[config.mk]
export PLATFORM = sky130hd
export DESIGN_NAME = z80_io_patch
export DESIGN_NICKNAME = d
export VERILOG_FILES = /design/src/rtl/z80_snoop_pkg.sv /design/src/rtl/z80_m1_fetch_tracker.sv /design/src/rtl/z80_io_patch.sv
export SDC_FILE = /design/constraint.sdc
export NUM_CORES = 1
export LEC_CHECK = 0
export BUFFER_PORTS_ARGS = -buffer_cell sky130_fd_sc_hd__buf_2
export CORE_MARGIN = 5
export CORE_UTILIZATION = 45
export CTS_CLUSTER_DIAMETER = 120
export DETAILED_ROUTE_END_ITERATION = 7
export GPL_ROUTABILITY_DRIVEN = 0
export PLACE_DENSITY = 0.71
export SETUP_SLACK_MARGIN = 0.3
export SLEW_MARGIN = 20
export SYNTH_ARGS = -nofsm -noshare
export SYNTH_HDL_FRONTEND = slang
export SYNTH_HIERARCHICAL = 1
export SYNTH_SLANG_ARGS = --single-unit
[constraint.sdc]
create_clock -name clk -period 2.38 [get_ports clk]
set_input_delay 0.119 -clock clk [delete_from_list [all_inputs] [get_ports clk]]
set_output_delay 0.119 -clock clk [all_outputs]
set_load 0.01 [all_outputs]
[src/rtl/z80_snoop_pkg.sv]
// z80_snoop_pkg: shared FSM encoding, bus-strobe decode constants and field widths for Z80 snooping blocks
package z80_snoop_pkg;
    localparam int BYTE_W = 8;
    localparam int IDX_W = 3;
    localparam int HIT_W = 16;
    localparam int TMR_W = 8;
    localparam logic [2:0] FETCH_STROBES = 3'b000;
    localparam logic [2:0] INTACK_STROBES = 3'b001;
    localparam logic [1:0] IO_STROBES = 2'b10;
    typedef enum logic [2:0] {
        S_IDLE,
        S_OP1,
        S_PFX,
        S_OP2,
        S_ARMED,
        S_IOCYC
    } state_t;
endpackage

[src/rtl/z80_m1_fetch_tracker.sv]
// z80_m1_fetch_tracker: detects opcode fetch start/end and latches the fetched opcode byte
module z80_m1_fetch_tracker
    import z80_snoop_pkg::*;
(
    input  logic              clk,
    input  logic              reset,
    input  logic              m1_n,
    input  logic              mreq_n,
    input  logic              iorq_n,
    input  logic              rd_n,
    input  logic [BYTE_W-1:0] di,
    output logic              fetch_start,
    output logic              fetch_end,
    output logic [BYTE_W-1:0] opcode
);
    logic in_fetch;
    logic fetch;
    always_comb begin
        fetch = ({m1_n, mreq_n, rd_n} == FETCH_STROBES) && ({m1_n, iorq_n, mreq_n} != INTACK_STROBES);
        fetch_start = fetch && !in_fetch;
        fetch_end = in_fetch && m1_n;
    end
    always_ff @(posedge clk) begin
        if (reset) begin
            in_fetch <= 1'b0;
            opcode <= '0;
        end else if (fetch) begin
            in_fetch <= 1'b1;
            opcode <= di;
        end else if (m1_n) begin
            in_fetch <= 1'b0;
        end
    end
endmodule

[src/rtl/z80_io_patch.sv]
// z80_io_patch: arms a data replacement after a matching opcode fetch and applies it to the next I/O cycle
module z80_io_patch
    import z80_snoop_pkg::*;
#(
    parameter int                   N_RULES     = 2,
    parameter logic [N_RULES*8-1:0] RULE_PFX    = {8'hED, 8'hED},
    parameter logic [N_RULES-1:0]   RULE_PFX_EN = 2'b11,
    parameter logic [N_RULES*8-1:0] RULE_OP     = {8'h71, 8'h71},
    parameter logic [N_RULES*8-1:0] RULE_DATA   = {8'hFF, 8'h00},
    parameter int                   ARM_TIMEOUT = 16
) (
    input  logic               clk,
    input  logic               reset,
    input  logic               m1_n,
    input  logic               mreq_n,
    input  logic               iorq_n,
    input  logic               rd_n,
    input  logic               wr_n,
    input  logic [BYTE_W-1:0]  di,
    input  logic [BYTE_W-1:0]  cpu_dout,
    input  logic [N_RULES-1:0] rule_en,
    output logic [BYTE_W-1:0]  dout,
    output logic               patch_active,
    output logic [IDX_W-1:0]   patch_idx,
    output logic [HIT_W-1:0]   hit_count
);
    state_t state_q, state_d;
    logic fetch_start, fetch_end;
    logic [BYTE_W-1:0] opcode, pfx_q, data_q, single_data, double_data;
    logic [IDX_W-1:0] idx_q, single_idx, double_idx;
    logic [TMR_W-1:0] tmr_q;
    logic single_hit, pfx_hit, double_hit;
    logic unused_wr;
    assign unused_wr = wr_n;
    z80_m1_fetch_tracker u_fetch (
        .clk        (clk),
        .reset      (reset),
        .m1_n       (m1_n),
        .mreq_n     (mreq_n),
        .iorq_n     (iorq_n),
        .rd_n       (rd_n),
        .di         (di),
        .fetch_start(fetch_start),
        .fetch_end  (fetch_end),
        .opcode     (opcode)
    );
    always_comb begin
        single_hit = 1'b0;
        pfx_hit = 1'b0;
        double_hit = 1'b0;
        single_idx = '0;
        double_idx = '0;
        single_data = '0;
        double_data = '0;
        for (int i = N_RULES - 1; i >= 0; i--) begin
            if (rule_en[i] && !RULE_PFX_EN[i] && RULE_OP[i*8+:8] == opcode) begin
                single_hit = 1'b1;
                single_idx = IDX_W'(i);
                single_data = RULE_DATA[i*8+:8];
            end
            if (rule_en[i] && RULE_PFX_EN[i] && RULE_PFX[i*8+:8] == opcode)
                pfx_hit = 1'b1;
            if (rule_en[i] && RULE_PFX_EN[i] && RULE_PFX[i*8+:8] == pfx_q && RULE_OP[i*8+:8] == opcode) begin
                double_hit = 1'b1;
                double_idx = IDX_W'(i);
                double_data = RULE_DATA[i*8+:8];
            end
        end
    end
    always_comb begin
        state_d = state_q;
        case (state_q)
            S_IDLE:  state_d = fetch_start ? S_OP1 : S_IDLE;
            S_OP1:   state_d = !fetch_end ? S_OP1 : single_hit ? S_ARMED : pfx_hit ? S_PFX : S_IDLE;
            S_PFX:   state_d = fetch_start ? S_OP2 : S_PFX;
            S_OP2:   state_d = !fetch_end ? S_OP2 : double_hit ? S_ARMED : S_IDLE;
            S_ARMED: state_d = fetch_start ? S_IDLE
                             : ({m1_n, iorq_n} == IO_STROBES) ? S_IOCYC
                             : (tmr_q == TMR_W'(ARM_TIMEOUT - 1)) ? S_IDLE : S_ARMED;
            S_IOCYC: state_d = iorq_n ? S_IDLE : S_IOCYC;
            default: state_d = S_IDLE;
        endcase
    end
    always_ff @(posedge clk) begin
        if (reset) begin
            state_q <= S_IDLE;
            tmr_q <= '0;
            pfx_q <= '0;
            idx_q <= '0;
            data_q <= '0;
            hit_count <= '0;
        end else begin
            state_q <= state_d;
            tmr_q <= (state_q == S_ARMED && state_d == S_ARMED) ? tmr_q + 1'b1 : '0;
            if (state_q == S_OP1 && fetch_end)
                pfx_q <= opcode;
            if (state_d == S_ARMED && state_q != S_ARMED) begin
                idx_q <= (state_q == S_OP2) ? double_idx : single_idx;
                data_q <= (state_q == S_OP2) ? double_data : single_data;
            end
            if (state_q == S_IOCYC && iorq_n && hit_count != '1)
                hit_count <= hit_count + 1'b1;
        end
    end
    always_comb begin
        patch_active = (state_q == S_ARMED) || (state_q == S_IOCYC);
        dout = patch_active ? data_q : cpu_dout;
        patch_idx = patch_active ? idx_q : '0;
    end
endmodule

# Yosys cells after proc, flatten, opt, wreduce, memory -nomap -nowiden
# Index checks and enable logic that the tools add are counted.
# classes
n_eq_ne	14
n_mux	25
reduce_logical	20
bitwise_logic	1
n_addsub	2
# ops
operator	n
8-bit 2-to-1 mux	4
3-bit 2-to-1 mux	8
3-bit one-hot mux with 6 select lines	1
16-bit by 1-bit adder with 16-bit output (second input constant)	1
8-bit == test (first input constant)	2
16-bit inequality test (second input constant)	1
1-bit logical AND	14
1-bit 2-to-1 mux	10
3-bit == test (second input constant)	3
8-bit by 1-bit adder with 8-bit output (second input constant)	1
7-bit by 8-bit == test with 1-bit output (first input constant)	1
8-bit by 4-bit == test with 1-bit output (second input constant)	1
3-bit by 2-bit == test with 1-bit output (second input constant)	2
3-bit zero test	2
2-bit 2-to-1 mux	2
3-bit by 1-bit == test with 1-bit output (second input constant)	1
3-bit by 1-bit inequality test with 1-bit output (second input constant)	1
3-bit inequality test (second input constant)	1
2-bit == test (second input constant)	1
2-bit nonzero test	1
2-bit OR reduction	1
1-bit zero test	1
1-bit logical OR	1
1-bit inverter	1
# word_totals
output_inout_bits	28
input_bits	25
word_cells	70
regBits	55

# Longest topological paths before layout
# Gate-level depths: netlist of run 1.
# logic_depth
ltp_word	12
ltp_mapped	7
depth_no_buf	5

# Hierarchy
# Netlist of run 1, hierarchy kept.
# modules_own_cells
module	seq_area_each_um2	cells_per_inst	area_per_inst_um2	instances
z80_io_patch	720.7	208	1785.5	1
z80_m1_fetch_tracker	180.2	42	415.4	1

# Worst setup path before layout of run 1
# Ideal clock, no wire load.
# synth_timing
kind	register -> register
from	reg hit_count[5]
to	reg hit_count[15]
period_less_slack_ns	1.796
path_stages_with_launch	5
arrival_ns	1.725
required_time_ns	2.310
setup_slack_ns	0.584
path_buffers	0
setup_time_ns	0.070
cell_sequence	dfxtp_1 nand4_4 or4_1 or4_1 a21oi_1
# synth_via
elab_chain_cells	2
word_cells_on_any_way	3
classes_between	add/sub: 1; eq/ne: 1; reduce/logical: 1
# synth_lines
item	line	rtl
start: declaration	z80_io_patch.sv:25	output logic [HIT_W-1:0] hit_count
start signal: assignment	z80_io_patch.sv:102	hit_count <= hit_count + 1'b1;
branches (longest 2 deep; another with 16-bit by 1-bit adder with 16-bit output)	-	
# Parallel ways; which one is timed is not known.
# A chain may end at the register's enable or synchronous reset.

# Final worst setup path of run 1
# layout_timing
from	reg state_q[2]
to	reg hit_count[11]
# layout_via
elab_chain_cells	3
# layout_lines
item	line	rtl
start: declaration	z80_io_patch.sv:27	state_t state_q, state_d;
start signal: assignment	z80_io_patch.sv:93	state_q <= state_d;
3-bit == test	z80_io_patch.sv:101	if (state_q == S_IOCYC && iorq_n && hit_count != '1)
1-bit logical AND (2 in series)	z80_io_patch.sv:101	
# No other way between the ends.

==> key figures, run 1 <==
Status
  • Status: finished clean

STA
  • Final setup fails: 0
  • Worst hold slack: 26.7 ps
  • Final Hold Vio Count: 0
  • Slew @ Worst Pin: 649 ps
  • Final Cycle Share: 0.793
  • Max_slew headroom: 0.563
  • Final Skew: 2.18 ps
  • Crit path time final: 1890 ps
  • Setup slack after layout: 492 ps
  • Fmax: 530 MHz
  • Setup TNS: 0 ps
  • RSZ-0062 raised after global routing: false
  • Max-slew violation count: 0

Critical path
  • Startpoint class of the critical path: flip-flop
  • Buffer and inverter count on the worst path: 0
  • Crit-path max cell delay: 460 ps
  • Family with the most delay on the worst path: simple AND/OR/NAND/NOR gates
  • Crit Path Category: reg2reg
  • Endpoint type of the worst setup path: flip-flop
  • Worst-path fanout max: 11
  • Critical Path RT: 2570 ps
  • Crit-path slowest cell: dfxtp_1
  • Critical Path AT: 2080 ps
  • Crit-path cells: and4b_1 > nand2_1 > nor4b_1 > mux2_2

Clock network
  • H-tree level count: 2
  • TritonCTS Buffers: 5
  • Root Buffer: clkbuf_8
  • Worst skew pair latency: 290 ps
  • Post-CTS Hold Fix Bufs: 0
  • Clock Path Buffers: 2
  • Setup repair bufs after CTS: 0
  • Worst-path clk slew: 80 ps
  • CTS Sinks: 45
  • PostCTS Resize Cnt: 0
  • TritonCTS clock tree: yes

Floorplanning
  • Die Ht: 79.9 um
  • IO Count: 53
  • Die area: 0.00639 mm2
  • Starting density of the core: 0.466
  • Die W: 79.9 um
  • Core box area: 0.00472 mm2
  • Rows: 25

Place
  • Detailed placer's ending HPWL: 3450 um
  • Dpl ws: 492 ps
  • # port buffers: 49

Global route
  • Largest net degree at the start of global routing: 27
  • GRT Util Overall: 0.153
  • Vias in the first global route: 1,819
  • First-pass GRT wire length: 8010 um
  • Total grt overflow: 0
  • Initial antenna violation count: 0

Power
  • Cell Pwr Density: 509 mW/mm2
  • Peak VDD IR: 0.245 mV
  • Total Power: 1.32 mW
  • Leakage: 1.01 nW

Logic synthesis
  • Predominant post-synthesis flop cell: dfxtp_1
  • Top cells by area, synth: dfxtp_1 (41%), o31ai_1 (5.1%), a21oi_1 (4.8%)
  • Asr flop ratio synth: 0
  • Yosys cell types: 46
  • Sequential-to-total area share from yosys stat: 0.409
  • Synth warnings: 6
  • Synthesized cell area: 0.00220 mm2
  • Post-synthesis instance total: 250
  • Yosys top cell by area: dfxtp_1
  • Top cell type's share of synthesized area: 0.409
  • Post-synth EDFFs: 0
  • #FFs+latches synth: 45
  • Post-Syn Area per Cell: 8.80 um2

Layout
  • Area delta synth->final: 17.7%
  • Post-layout net count: 326
  • Fillcell total: 447
  • Commonest non-fill, non-tap cell in the layout: buf_2
  • Diode count: 0
  • Layout cells sized above 1: 0.217
  • Fin util: 0.549
  • Most frequent cells in the layout: buf_2 (49), dfxtp_1 (45), nand2_1 (26)

Route
  • Final Routed Wirelength: 4760 um
  • ANT nets after route: 0
  • Iteration-0 DRC Markers: 64
  • DRC viols: 0
  • Detailed Routing Iterations Pass 1: 4
  • WL/cell: 13.0 um
  • Vias: 2,007
  • Via-to-Cell Ratio: 5.48

Run
  • Number of max-cap violations: 0

Worst hold path
  • Hold crit path type: in2reg
==> sequential cells by signal (all words and copies together) (netlist names) <==
signal and cells:
u_fetch/opcode 8, state_q 3, pfx_q 8, u_fetch/in_fetch 1, tmr_q 8, data_q 1, hit_count 16
==> where the power goes <==
part | internal (mW) | total, mW | switching [mW] | leakage, nW
Clock | 0.230 | 0.470 | 0.240 | 0.0443
Sequential | 0.758 | 0.764 | 0.00617 | 0.363
Combinational | 0.0354 | 0.0836 | 0.0482 | 0.606
==> worst paths after layout <==
kind | from | depth (start not counted) | to | slack (ps)
worst min-delay path | rule_en[0] | 2 | data_q[6]$_SDFFE_PP0P_ | 30
worst min register to register | tmr_q[0]$_SDFF_PP0_ | 1 | tmr_q[0]$_SDFF_PP0_ | 470
worst max register to register | state_q[2]$_SDFF_PP0_ | 4 | hit_count[11]$_SDFFE_PP0P_ | 490
worst max-delay path | state_q[2]$_SDFF_PP0_ | 4 | hit_count[11]$_SDFFE_PP0P_ | 490
==> through the flow <==
stage / instances / cell area [um2]
floorplan: 251 / 2200
global placement: 359 / 2500
detailed placement: 359 / 2500
CTS: 366 / 2590
global route: 366 / 2590
finish: 366 / 2590
==> Yosys cell counts (3+ instances only) <==
master / number
or4_1: 8
o31ai_1: 15
or3_1: 5
dfxtp_1: 45
nor3_1: 13
o21ai_0: 6
nor4_1: 5
nand4b_1: 5
inv_1: 7
nor2_1: 17
and3_1: 3
buf_1: 3
or4b_1: 8
mux2i_1: 9
xor2_1: 3
clkbuf_1: 5
a21oi_1: 21
nand2_1: 26
nand3_1: 7
xnor2_1: 5
==> cells by family (layout without fill, tap and decap cells) <==
logic type | after synthesis | in the layout | share of synthesized area
flops | 45 | 45 | 0.409
fa+ha+maj | 2 | 2 | 0.0114
xor+xnor | 8 | 8 | 0.0318
simple gates | 112 | 112 | 0.301
compound gates | 52 | 52 | 0.157
mux | 10 | 10 | 0.0461
buf+inv | 20 | 68 | 0.0421
other cells | 1 | 2 | 0.00170
==> cell type report <==
cell class	count	area [um2]	share of cell area
Multi-Input combinational cell	186	1210	0.467
Clock buffer	7	86.3	0.0333
Timing Repair Buffer	54	283	0.109
Inverter	7	26.3	0.0101
Sequential cell	45	901	0.348
Tap cell	67	83.8	0.0324
==> metal layers <==
layer  GRT usage  wire (um)  up-vias
met3      0.0418        270        8
met1       0.186       2120      927
met4      0.0608         55        0
li1            -          -     1027
met2       0.255       2320       45
met5           0          0        -
Note: power is estimated with default switching activity, not from simulation.
==> inputs of run 2 (changes only) <==
Settings changed: ABC_AREA set to 1, PLACE_DENSITY 0.71 to 0.73.
Clock period 2.38 ns to 1.64 ns, I/O delays scaled along.
==> key figures, run 2 <==
Logic synthesis
  • Sequential-to-total area share from yosys stat: 0.365
  • Yosys top cell by area: dfxtp_1
  • Most common cell in the netlist: nand2_1
  • Post-synth EDFFs: 0
  • Commonest cells post-synth: nand2_1 (91), nor2_1 (57), dfxtp_1 (45), inv_1 (41), nand3_1 (24)
  • Top cells by area, synth: dfxtp_1 (36%), nand2_1 (14%), nor2_1 (8.7%)
  • Predominant post-synthesis flop cell: dfxtp_1
  • Post-synthesis instance total: 362
  • Synth warnings: 6
  • Asr flop ratio synth: 0
  • Top cell type's share of synthesized area: 0.365
  • Post-Syn Area per Cell: 6.83 um2
  • Synthesized cell area: 0.00247 mm2
  • Yosys cell types: 30
  • #FFs+latches synth: 45

Route
  • Iteration-0 DRC Markers: 175
  • Vias: 2,564
  • Final Routed Wirelength: 6860 um
  • ANT nets after route: 0
  • DRC viols: 0
  • WL/cell: 13.2 um
  • Via-to-Cell Ratio: 4.93
  • Detailed Routing Iterations Pass 1: 5

Place
  • # port buffers: 49
  • Detailed placer's ending HPWL: 4080 um
  • Dpl ws: 74.6 ps

STA
  • Slew @ Worst Pin: 579 ps
  • Max-slew violation count: 0
  • Crit path time final: 1480 ps
  • Max_slew headroom: 0.614
  • Final Cycle Share: 0.905
  • Final Skew: 9.88 ps
  • Final setup fails: 0
  • Setup slack after layout: 155 ps
  • Setup TNS: 0 ps
  • Fmax: 673 MHz
  • RSZ-0062 raised after global routing: true
  • Final Hold Vio Count: 0

Global route
  • Vias in the first global route: 2,388
  • Initial antenna violation count: 0
  • First-pass GRT wire length: 10,500 um
  • Largest net degree at the start of global routing: 19
  • GRT Util Overall: 0.176
  • Total grt overflow: 0

Layout
  • Layout cells sized above 1: 0.415
  • Commonest non-fill, non-tap cell in the layout: nand2_1
  • Max reg flops: 16
  • Diode count: 0
  • Most flops, register: hit_count
  • Area delta synth->final: 39.3%
  • Most frequent cells in the layout: nand2_1 (72), nor2_1 (49), buf_2 (46)
  • Fillcell total: 481
  • Post-layout net count: 474

Worst hold path
  • Hold crit path type: in2reg
  • Hold Crit Start: mreq_n
  • Hold endpoint: u_fetch/in_fetch$_SDFFE_PP0P_
  • Worst hold path depth: 4

Power
  • Flop pwr share: 0.549
  • Leakage: 1.51 nW
  • Peak VDD IR: 0.402 mV
  • NetSw: 507 uW
  • Cell Pwr Density: 588 mW/mm2
  • Net Sw Frac: 0.251
  • Comb pwr share: 0.089
  • P_int: 1.52 mW
  • Clock power frac: 0.362

Clock network
  • Post-CTS Hold Fix Bufs: 0
  • CTS Sinks: 45
  • Worst skew pair latency: 300 ps
  • TritonCTS Buffers: 5
  • H-tree level count: 2
  • TritonCTS clock tree: yes
  • Clock Path Buffers: 2
  • Root Buffer: clkbuf_8
  • Worst-path clk slew: 90 ps

Status
  • Status: finished clean

Critical path
  • Worst r2r src: state_q[2]$_SDFF_PP0_
  • Worst R2R Setup Slack: 160 ps
  • RR Endpoint: tmr_q[0]$_SDFF_PP0_
  • Startpoint class of the critical path: flip-flop
  • Worst Reg-to-Reg Cells: 8
  • Critical Path RT: 1850 ps
  • Endpoint type of the worst setup path: flip-flop
  • Critical Path AT: 1700 ps
  • Crit Path Category: reg2reg
  • Worst-path fanout max: 5

Run
  • Number of max-cap violations: 0

Floorplanning
  • Core box area: 0.00541 mm2
  • IO Count: 53
  • Die Ht: 84.1 um
  • Starting density of the core: 0.457
  • Die W: 84.1 um
  • Die area: 0.00707 mm2
  • Rows: 27
run 2: changes by cell type after synthesis, moves of 8 or more:
cell	before	now
or4_1	8	0
inv_1	7	41
nand3_1	7	24
nor2_1	17	57
mux2i_1	9	0
a21oi_2	0	10
nand2_1	26	91
or4b_1	8	0
o31ai_1	15	0
run 2: worst max-delay path by stage:
stage | slack, ps | endpoint | from | cells past startpoint
finish | 160 | tmr_q[0]$_SDFF_PP0_ | state_q[2]$_SDFF_PP0_ | 8
CTS | 210 | hit_count[2]$_SDFFE_PP0P_ | hit_count[0]$_SDFFE_PP0P_ | 8
global route | 50 | tmr_q[1]$_SDFF_PP0_ | state_q[2]$_SDFF_PP0_ | 8
detailed placement | 70 | hit_count[7]$_SDFFE_PP0P_ | hit_count[1]$_SDFFE_PP0P_ | 8
global placement | 100 | hit_count[7]$_SDFFE_PP0P_ | hit_count[1]$_SDFFE_PP0P_ | 8
floorplan | 170 | hit_count[15]$_SDFFE_PP0P_ | hit_count[1]$_SDFFE_PP0P_ | 9
run 2: logic make-up (layout without fill, tap and decap cells):
| group | Yosys count | in the layout | synth area share |
|---|---|---|---|
| adder cells (fa/ha/maj) | 2 | 2 | 0.0101 |
| other | 1 | 2 | 0.00152 |
| XOR/XNOR | 15 | 15 | 0.0532 |
| AND/OR/NAND/NOR | 204 | 206 | 0.368 |
| flip-flops | 45 | 45 | 0.365 |
| AO/OA/AOI/OAI | 40 | 40 | 0.0962 |
| buffers and inverters | 55 | 138 | 0.106 |
run 2: final cells by class:
cell class / instances / area, um2 / area share
Tap cell: 72 / 90.1 / 0.0262
Clock inverter: 2 / 13.8 / 0.00400
Timing Repair Buffer: 84 / 557 / 0.162
Multi-Input combinational cell: 265 / 1580 / 0.460
Inverter: 46 / 188 / 0.0545
Sequential cell: 45 / 927 / 0.269
Clock buffer: 6 / 82.6 / 0.0240
run 2: repair_timing:
| action | 4_1_cts | 5_1_grt |
|---|---|---|
| endpoints found under the setup margin | 35 | 40 |
| buffers inserted | 16 | 6 |
| cloned | 2 | 0 |
| pin swaps | 20 | 12 |
| gates resized for setup | 48 | 47 |
run 2: per-stage QoR:
| step | hold slack [ps] | utilization | instance area [um2] | std cells | power, mW |
|---|---|---|---|---|---|
| after floorplan | 144 | - | 2500 | 363 | 1.23 |
| after global placement | 377 | 0.528 | 2850 | 488 | 1.28 |
| after detailed placement | 382 | 0.528 | 2850 | 488 | 1.29 |
| after CTS | 44.1 | 0.597 | 3230 | 514 | 2.02 |
| after global routing | 60.6 | 0.637 | 3440 | 520 | 2.11 |
| final | 47.0 | 0.637 | 3440 | 520 | 2.02 |
run 2: per-layer routing:
layer,part of all wire,vias to the layer above,track usage,wire [um]
li1,-,1306,-,-
met1,0.40,1166,0.203,2720
met2,0.53,81,0.328,3610
met3,0.055,11,0.0355,378
met4,0.021,0,0.0482,147
met5,0,-,0,0
run 2: power by group through the flow:
stage	clock network (mW)	logic (mW)	registers, mW
after floorplan	0	0.0991	1.14
after global placement	0	0.147	1.14
after detailed placement	0	0.150	1.14
after CTS	0.754	0.155	1.11
after global routing	0.800	0.202	1.11
final	0.732	0.181	1.11
run 2: worst max-delay path, stage by stage, from the launching register on:
cell and delay (ps):
dfxtp_2 340, buf_6 120, nor2_4 180, nand2_2 100
nor2_2 110, nand3_2 130, nand3_4 160, nand2_8 100
nor3_4 160
==> inputs of run 3 (changes only) <==
Settings changed: CTS_BUF_LIST set to sky130_fd_sc_hd__clkbuf_4, PLACE_DENSITY 0.73 to 0.7.
Clock period 1.64 ns to 1.39 ns, I/O delays scaled along.
==> key figures, run 3 (synthesized netlist as in run 2, its figures left out) <==
Status
  • Status: finished with violations
  • Failing checks: negative setup slack

Global route
  • Largest net degree at the start of global routing: 18
  • Initial antenna violation count: 0
  • Vias in the first global route: 2,718
  • GRT Util Overall: 0.196
  • First-pass GRT wire length: 11,600 um
  • Total grt overflow: 0

Floorplanning
  • IO Count: 53
  • Rows: 27
  • Die W: 84.1 um
  • Starting density of the core: 0.457
  • Core box area: 0.00541 mm2
  • Die area: 0.00707 mm2
  • Die Ht: 84.1 um

Layout
  • Final instance area: 0.00403 mm2
  • Most frequent cells in the layout: nand2_1 (64), buf_2 (44), buf_4 (44)
  • Diode count: 0
  • Commonest non-fill, non-tap cell in the layout: nand2_1
  • Most flops, register: hit_count
  • Area delta synth->final: 62.9%
  • Post-layout net count: 501
  • Max reg flops: 16
  • Layout cells sized above 1: 0.545
  • Fillcell total: 387
  • Multi-input logic area: 0.00187 mm2
  • FF+latch area: 946 um2

Critical path
  • Worst-path fanout max: 5
  • Crit-path cells: buf_4 > nor2_4 > nand2_2 > nor2_2 > nand3_2 > nand3_4 > nand2_8 > nor3_4
  • Family with the most delay on the worst path: simple AND/OR/NAND/NOR gates
  • Critical Path RT: 1690 ps
  • Critical Path AT: 1840 ps
  • Buffer and inverter count on the worst path: 1
  • Endpoint type of the worst setup path: flip-flop
  • Startpoint class of the critical path: flip-flop
  • Crit-path max cell delay: 350 ps
  • Crit Path Category: reg2reg
  • Crit-path slowest cell: dfxtp_2

Power
  • Cell Pwr Density: 594 mW/mm2
  • Peak VDD IR: 0.450 mV
  • Leakage: 1.86 nW
  • Total Power: 2.39 mW

Clock network
  • CTS Sinks: 45
  • TritonCTS Buffers: 5
  • Clock Path Buffers: 2
  • Worst skew pair latency: 370 ps
  • Worst-path clk slew: 140 ps
  • TritonCTS clock tree: yes
  • H-tree level count: 2
  • Root Buffer: clkbuf_4

Route
  • Via-to-Cell Ratio: 4.97
  • Detailed Routing Iterations Pass 1: 4
  • Iteration-0 DRC Markers: 110
  • Vias: 2,717
  • WL/cell: 13.9 um
  • ANT nets after route: 0
  • DRC viols: 0
  • Final Routed Wirelength: 7630 um

Run
  • Number of max-cap violations: 0

STA
  • Fmax: 647 MHz
  • RSZ-0062 raised after global routing: true
  • Max-slew violation count: 0
  • Setup slack after layout: -156 ps
  • Final Hold Vio Count: 0
  • Final Skew: 11.5 ps
  • Final Cycle Share: 1.11
  • Final setup fails: 35
  • Crit path time final: 1550 ps

Place
  • # port buffers: 49
  • Cell Area, Placed: 0.00307 mm2
  • Detailed placer's ending HPWL: 4200 um

Worst hold path
  • Hold crit path type: in2reg
## run 3: cell count changes in the layout (fill, tap and decap cells not counted), sizes merged
cell	delta
buf	+23
bufinv	+1
clkbuf	-1
clkinv	+2
dlygate4sd3	+3
inv	-1
## run 3: layout make-up
cell class | instances | share of cell area
multi-input combinational | 265 | 0.466
sequential | 45 | 0.235
clock inverter | 3 | 0.00995
inverter | 46 | 0.0510
timing repair buffer | 110 | 0.203
tap | 72 | 0.0224
clock buffer | 5 | 0.00933
timing repair inverter | 1 | 0.00404
## run 3: repair_timing
action	in CTS	in global routing
pin swaps	32	28
buffers inserted	17	6
cloned	4	0
resized for setup	104	82
hold buffers	3	0
setup endpoints to repair	46	52
endpoints found under the hold margin	3	0
## run 3: path summary, 6_finish.rpt
check	slack (ps)	start	end	cells after the start
worst min-delay path	3	di[0]	u_fetch/opcode[0]$_SDFFE_PP0P_	5
worst min register to register	470	pfx_q[1]$_SDFFE_PP0P_	pfx_q[1]$_SDFFE_PP0P_	2
worst max-delay path	-160	state_q[2]$_SDFF_PP0_	tmr_q[3]$_SDFF_PP0_	8
worst max register to register	-160	state_q[2]$_SDFF_PP0_	tmr_q[3]$_SDFF_PP0_	8
## run 3: report_power, final
part           total (mW)  internal [mW]  switching (mW)  leakage [nW]
clock network       0.834          0.375           0.459        0.0432
logic               0.245          0.104           0.141          1.44
registers            1.31           1.30          0.0168         0.377
total                2.39           1.77           0.617          1.86
## run 3: routing by layer
layer  global-route usage  wire length, um
met1                0.205             2860
met2                0.377             4050
met3               0.0326              330
met4               0.0848              383
met5                    0                0
## run 3: per-stage QoR
step | setup WS, ps | hold WS (ps) | cells | setup TNS [ps] | utilization
after floorplan | -77.4 | 132 | 363 | -676 | -
after global placement | -20.7 | 366 | 509 | -29.9 | 0.567
after detailed placement | -35.4 | 368 | 509 | -390 | 0.567
after CTS | -113 | 0.415 | 541 | -1170 | 0.675
after global routing | -240 | 14.2 | 547 | -5660 | 0.745
final | -156 | 2.76 | 547 | -2990 | 0.745
## run 3: worst min-delay path: cells and delay by family
family / cells / cell delay [ps]
buffers and inverters: 2 / 130
and+or+nand+nor: 3 / 150
